### src/rtl/color_blob_tracker.sv
// color_blob_tracker: classifies RGB444 pixels against a target colour window
// and publishes per-frame statistics (count, bounding box, centre) of matches.
//
// Ports:
//   pixel_clock              in   pixel clock (only clock)
//   rst_i                    in   synchronous reset, active-high
//   frame_start, frame_end   in   one-cycle frame delimiters
//   pix_valid, pix_x, pix_y  in   pixel qualifier and coordinates
//   pix_data                 in   {R[11:8], G[7:4], B[3:0]}
//   match_o, match_valid_o   out  per-pixel match / qualify flags, 1-cycle latency
//   result_valid             out  one-cycle pulse when the result set updates
//   found, pix_count         out  frame verdict and matching pixel count
//   x_min..y_max             out  bounding box of matches (0 when not found)
//   x_center, y_center       out  box centre per axis (0 when not found)
module color_blob_tracker #(
  parameter logic [3:0]  R_MIN     = 4'd10,
  parameter logic [3:0]  G_MAX     = 4'd5,
  parameter logic [3:0]  B_MAX     = 4'd5,
  parameter logic [18:0] MIN_COUNT = 19'd64,
  parameter int unsigned H_ACTIVE  = 640,
  parameter int unsigned V_ACTIVE  = 480
) (
  input  logic        pixel_clock,
  input  logic        rst_i,
  input  logic        frame_start,
  input  logic        frame_end,
  input  logic        pix_valid,
  input  logic [9:0]  pix_x,
  input  logic [9:0]  pix_y,
  input  logic [11:0] pix_data,
  output logic        match_o,
  output logic        match_valid_o,
  output logic        result_valid,
  output logic        found,
  output logic [9:0]  x_min,
  output logic [9:0]  x_max,
  output logic [9:0]  y_min,
  output logic [9:0]  y_max,
  output logic [9:0]  x_center,
  output logic [9:0]  y_center,
  output logic [18:0] pix_count
);

  localparam int unsigned CW = 19;
  localparam int unsigned AW = 10;
  localparam logic [AW:0] H_LIM = (AW+1)'(H_ACTIVE);
  localparam logic [AW:0] V_LIM = (AW+1)'(V_ACTIVE);

  typedef enum logic [1:0] {
    S_IDLE  = 2'd0,
    S_ACCUM = 2'd1,
    S_LATCH = 2'd2
  } state_e;

  state_e state_q, state_d;

  // Per-frame accumulators
  logic [CW-1:0] cnt_q, cnt_d;
  logic [AW-1:0] xmin_q, xmin_d, xmax_q, xmax_d;
  logic [AW-1:0] ymin_q, ymin_d, ymax_q, ymax_d;

  // Published results and per-pixel flags
  logic          match_q, mvalid_q, rv_q, rv_d, found_q, found_d;
  logic [CW-1:0] pcnt_q, pcnt_d;
  logic [AW-1:0] bxmin_q, bxmin_d, bxmax_q, bxmax_d;
  logic [AW-1:0] bymin_q, bymin_d, bymax_q, bymax_d;
  logic [AW-1:0] bxc_q, bxc_d, byc_q, byc_d;

  logic qual_c, match_c, acc_init_c;

  // Pixel qualification and colour window test
  assign qual_c  = pix_valid && ({1'b0, pix_x} < H_LIM) && ({1'b0, pix_y} < V_LIM);
  assign match_c = qual_c && (pix_data[11:8] >= R_MIN) &&
                   (pix_data[7:4] <= G_MAX) && (pix_data[3:0] <= B_MAX);

  // Next-state, accumulation and publish logic
  always_comb begin
    state_d    = state_q;
    cnt_d      = cnt_q;
    xmin_d     = xmin_q;
    xmax_d     = xmax_q;
    ymin_d     = ymin_q;
    ymax_d     = ymax_q;
    rv_d       = 1'b0;
    found_d    = found_q;
    pcnt_d     = pcnt_q;
    bxmin_d    = bxmin_q;
    bxmax_d    = bxmax_q;
    bymin_d    = bymin_q;
    bymax_d    = bymax_q;
    bxc_d      = bxc_q;
    byc_d      = byc_q;
    acc_init_c = 1'b0;

    case (state_q)
      S_IDLE: begin
        if (frame_start) begin
          state_d    = S_ACCUM;
          acc_init_c = 1'b1;
        end
      end
      S_ACCUM: begin
        if (frame_start) begin
          // Restart: discard the partial frame, nothing published
          acc_init_c = 1'b1;
        end else begin
          if (match_c) begin
            if (cnt_q != {CW{1'b1}}) cnt_d = cnt_q + CW'(1);
            if (pix_x < xmin_q) xmin_d = pix_x;
            if (pix_x > xmax_q) xmax_d = pix_x;
            if (pix_y < ymin_q) ymin_d = pix_y;
            if (pix_y > ymax_q) ymax_d = pix_y;
          end
          if (frame_end) state_d = S_LATCH;
        end
      end
      S_LATCH: begin
        rv_d    = 1'b1;
        pcnt_d  = cnt_q;
        if (cnt_q >= MIN_COUNT) begin
          found_d = 1'b1;
          bxmin_d = xmin_q;
          bxmax_d = xmax_q;
          bymin_d = ymin_q;
          bymax_d = ymax_q;
          bxc_d   = AW'(((AW+1)'(xmin_q) + (AW+1)'(xmax_q)) >> 1);
          byc_d   = AW'(((AW+1)'(ymin_q) + (AW+1)'(ymax_q)) >> 1);
        end else begin
          found_d = 1'b0;
          bxmin_d = '0;
          bxmax_d = '0;
          bymin_d = '0;
          bymax_d = '0;
          bxc_d   = '0;
          byc_d   = '0;
        end
        acc_init_c = 1'b1;
        state_d    = S_ACCUM;
      end
      default: state_d = S_IDLE;
    endcase

    if (acc_init_c) begin
      cnt_d  = '0;
      xmin_d = {AW{1'b1}};
      xmax_d = '0;
      ymin_d = {AW{1'b1}};
      ymax_d = '0;
    end
  end

  // State, accumulator and output registers
  always_ff @(posedge pixel_clock) begin
    if (rst_i) begin
      state_q  <= S_IDLE;
      cnt_q    <= '0;
      xmin_q   <= {AW{1'b1}};
      xmax_q   <= '0;
      ymin_q   <= {AW{1'b1}};
      ymax_q   <= '0;
      match_q  <= 1'b0;
      mvalid_q <= 1'b0;
      rv_q     <= 1'b0;
      found_q  <= 1'b0;
      pcnt_q   <= '0;
      bxmin_q  <= '0;
      bxmax_q  <= '0;
      bymin_q  <= '0;
      bymax_q  <= '0;
      bxc_q    <= '0;
      byc_q    <= '0;
    end else begin
      state_q  <= state_d;
      cnt_q    <= cnt_d;
      xmin_q   <= xmin_d;
      xmax_q   <= xmax_d;
      ymin_q   <= ymin_d;
      ymax_q   <= ymax_d;
      match_q  <= match_c;
      mvalid_q <= qual_c;
      rv_q     <= rv_d;
      found_q  <= found_d;
      pcnt_q   <= pcnt_d;
      bxmin_q  <= bxmin_d;
      bxmax_q  <= bxmax_d;
      bymin_q  <= bymin_d;
      bymax_q  <= bymax_d;
      bxc_q    <= bxc_d;
      byc_q    <= byc_d;
    end
  end

  assign match_o       = match_q;
  assign match_valid_o = mvalid_q;
  assign result_valid  = rv_q;
  assign found         = found_q;
  assign pix_count     = pcnt_q;
  assign x_min         = bxmin_q;
  assign x_max         = bxmax_q;
  assign y_min         = bymin_q;
  assign y_max         = bymax_q;
  assign x_center      = bxc_q;
  assign y_center      = byc_q;

endmodule

### config.mk
export PLATFORM = sky130hd
export DESIGN_NAME = color_blob_tracker
export DESIGN_NICKNAME = d
export VERILOG_FILES = /design/src/rtl/color_blob_tracker.sv
export SDC_FILE = /design/constraint.sdc
export NUM_CORES = 1
export LEC_CHECK = 0
export CAP_MARGIN = 20
export CORE_MARGIN = 4
export CORE_UTILIZATION = 57
export DETAILED_ROUTE_END_ITERATION = 12
export GPL_TIMING_DRIVEN = 0
export PLACE_DENSITY = 0.85
export SLEW_MARGIN = 20
export SYNTH_ARGS = -nofsm -noshare
export SYNTH_HDL_FRONTEND = slang
export SYNTH_SLANG_ARGS = --single-unit
### constraint.sdc
create_clock -name pixel_clock -period 3.84 [get_ports pixel_clock]
set_clock_uncertainty 0.05 [all_clocks]
set_input_delay 0.384 -clock pixel_clock [delete_from_list [all_inputs] [get_ports pixel_clock]]
set_output_delay 0.384 -clock pixel_clock [all_outputs]
set_load 0.01 [all_outputs]
==> flow_summary.json <==
{
  "outcome": "finished, final reports clean",
  "use_met1": 0.361,
  "slew_violations": 0,
  "cp_num_buf_inv": 4,
  "worstPathArrival_ns": 3.02,
  "path_class": "in2reg",
  "routedWlPerCell_um": 17.5,
  "synth_cells": 806,
  "cts_buffer_depth": 2,
  "synth_warnings": 0,
  "cp_slowest_stage_delay_ns": 0.55,
  "critPathCaptureType": "flip-flop",
  "ys.flop_type": "dfxtp_1",
  "ys_top_cells_by_area": "dfxtp_1, ha_1, o21ai_0, nand2_1, mux2i_1",
  "antennaDiodeCount": 0,
  "yosysUniqueCellTypes": 51,
  "gr-usage-all-layers": 0.276,
  "ctsHoldBuffers": 0,
  "min_period_over_period": 0.722,
  "p_total_mw": 3.25,
  "finalSetupTns_ns": 0,
  "slowest_stage": "clkdlybuf4s50_1",
  "clk-insertion-delay-late_ns": 0.42,
  "grtUsageMet3": 0.0694,
  "rows": 40,
  "setup_viol": 0,
  "cap_viol_max_count": 0,
  "cp_cell_sequence": "clkdlybuf4s50_1, o21ai_0, and4b_1, clkbuf_1, nand3_1, clkbuf_1, clkbuf_1, o311ai_0, o41ai_1",
  "p_per_area_nw_per_um2": 366,
  "dr_total_vias": 6505,
  "numPortBuffers": 116,
  "synth_edf_count": 0,
  "hold_viol_final": 0,
  "cts_root_buf": "clkbuf_16",
  "die-area_um2": 14100,
  "post_cts.repair.setup_buffers": 0,
  "synth_top_area_frac": 0.413,
  "cts.repair.resized": 0,
  "worstMarginPinSlew_ns": 0.971,
  "start_util": 0.581,
  "grt_pass1_vias": 6164,
  "die_w_um": 119,
  "synth.largest_area_cell": "dfxtp_1",
  "fmax_mhz": 361,
  "worst_path_most_repeated_cell": "clkbuf_1",
  "ant_nets": 0,
  "drive_gt1_frac": 0.0388,
  "synth_common_cells": "dfxtp_1, o21ai_0, nand2_1",
  "first_pass_iters": 5,
  "startpoint_type": "input pin",
  "dp.cells": 1069,
  "ios": 120,
  "hpwlAfterDp_mm": 14.1,
  "fillers": 909,
  "ys_ff_latch": 144,
  "drc": 0,
  "yosysMostFrequentCell": "dfxtp_1",
  "irDropWorstVdd_uv": 217,
  "met2_usage": 0.428,
  "cts-buffers-inserted": 17,
  "wirelength_mm": 19.3,
  "grt_max_degree": 17,
  "drt_iter0_drc": 458,
  "path_clk_slew_ns": 0.05,
  "path_max_fanout": 10,
  "synthArstFlopShare": 0,
  "stdcell_count": 1101,
  "antenna_found_initial": 0,
  "rsz0062_at_grt": "false",
  "design.core.area_um2": 12000,
  "synth_seq_area_share": 0.413,
  "cp_data_required_time_ns": 4.08,
  "viasPerCell": 5.91,
  "cts_max_level": 4,
  "syn_nets": 903,
  "grt_pass1_wl_mm": 31.0,
  "finalCriticalPeriod_ns": 2.77,
  "hold_class": "reg2reg",
  "cts_tree": "yes",
  "avgSynthCellArea_um2": 8.65,
  "maxSlewHeadroom": 0.351,
  "cts_sinks": 144,
  "syn_area_um2": 6980,
  "crit_family": "buffers and inverters",
  "gp_congestion": 0.964,
  "die_height_um": 119,
  "syn_to_final_growth_pct": 27.6,
  "grt.busiest_layer": "met2",
  "nets": 1038,
  "finish.utilization": 0.741,
  "grt_overflow": 0,
  "r2r_slack_ns": 1.23,
  "p_leak_nw": 3.48
}
[final timing paths]
path,from,to,cells past startpoint
setup / recovery,pix_x[7],cnt_q[2],9
hold / removal,x_min[6],x_min[6],2
setup reg to reg,xmax_q[5],xmax_q[3],7
hold reg to reg,x_min[6],x_min[6],2
[cells in the final DEF (no fill, tap or decap), types with 5 or more instances in the layout]
cell type / count
a211oi_1: 11
a21o_1: 7
a21oi_1: 45
a22o_1: 25
a31oi_1: 6
a32o_1: 6
and3_1: 9
and4_1: 8
buf_1: 6
clkbuf_1: 34
clkbuf_16: 17
clkbuf_8: 6
clkdlybuf4s50_1: 116
dfxtp_1: 144
ha_1: 58
inv_1: 53
mux2i_1: 25
nand2_1: 77
nand2b_1: 16
nand3_1: 40
nand4_1: 14
nor2_1: 63
nor3_1: 5
nor4_1: 7
o21ai_0: 80
o31ai_1: 10
or3_1: 6
or4_1: 6
[power by group]
group          switching, mW  total, mW  internal [mW]
Combinational          0.105      0.169         0.0641
Clock                  0.599       1.59          0.990
Sequential          0.000918       1.50           1.50
Total                  0.705       3.25           2.55
[routing by layer]
layer	part of all wire	wire length, um
met5	0	0
met4	0.030	576
met3	0.081	1560
met2	0.45	8730
met1	0.44	8430
[area by class of cell]
type	instances	area, um2	share of cell area
Multi-Input combinational cell	568	3730	0.419
Clock buffer	27	523	0.0588
Clock inverter	5	50.0	0.00562
Tap cell	147	184	0.0207
Sequential cell	144	2880	0.324
Timing Repair Buffer	116	1160	0.130
Inverter	53	199	0.0224
Buffer	41	166	0.0187
[worst min-delay path, cell delays in order (launching register included)]
cell and delay, ns:
dfxtp_1 0.32, nand2_1 0.04, o21ai_0 0.05
[state kept, by name (all words and copies together), names as in the netlist]
name / count
result_valid: 1
pix_count: 19
x_min: 10
found: 1
y_center: 10
ymin_q: 10
state_q: 2
y_max: 10
ymax_q: 10
xmax_q: 10
cnt_q: 19
x_center: 10
match_valid_o: 1
match_o: 1
x_max: 10
xmin_q: 10
y_min: 10
[stage by stage]
stage | hold slack, ns | area [um2] | setup slack (ns)
2_1_floorplan | 0.403 | 6980 | 1.67
3_3_place_gp | 0.382 | 8320 | 0.602
3_5_place_dp | 0.392 | 8330 | 0.692
4_1_cts | 0.401 | 8900 | 1.09
5_1_grt | 0.416 | 8900 | 0.807
6_report | 0.397 | 8900 | 1.07
[kinds of logic after synthesis]
| group | after synthesis | share of synthesized area |
|---|---|---|
| AND/OR/NAND/NOR | 261 | 0.183 |
| XOR/XNOR | 6 | 0.00753 |
| adder cells (fa/ha/maj) | 60 | 0.110 |
| multiplexers | 25 | 0.0359 |
| buffers and inverters | 94 | 0.0524 |
| flip-flops | 144 | 0.413 |
| AO/OA/AOI/OAI | 216 | 0.198 |
Note: power is estimated with default switching activity, not from simulation.
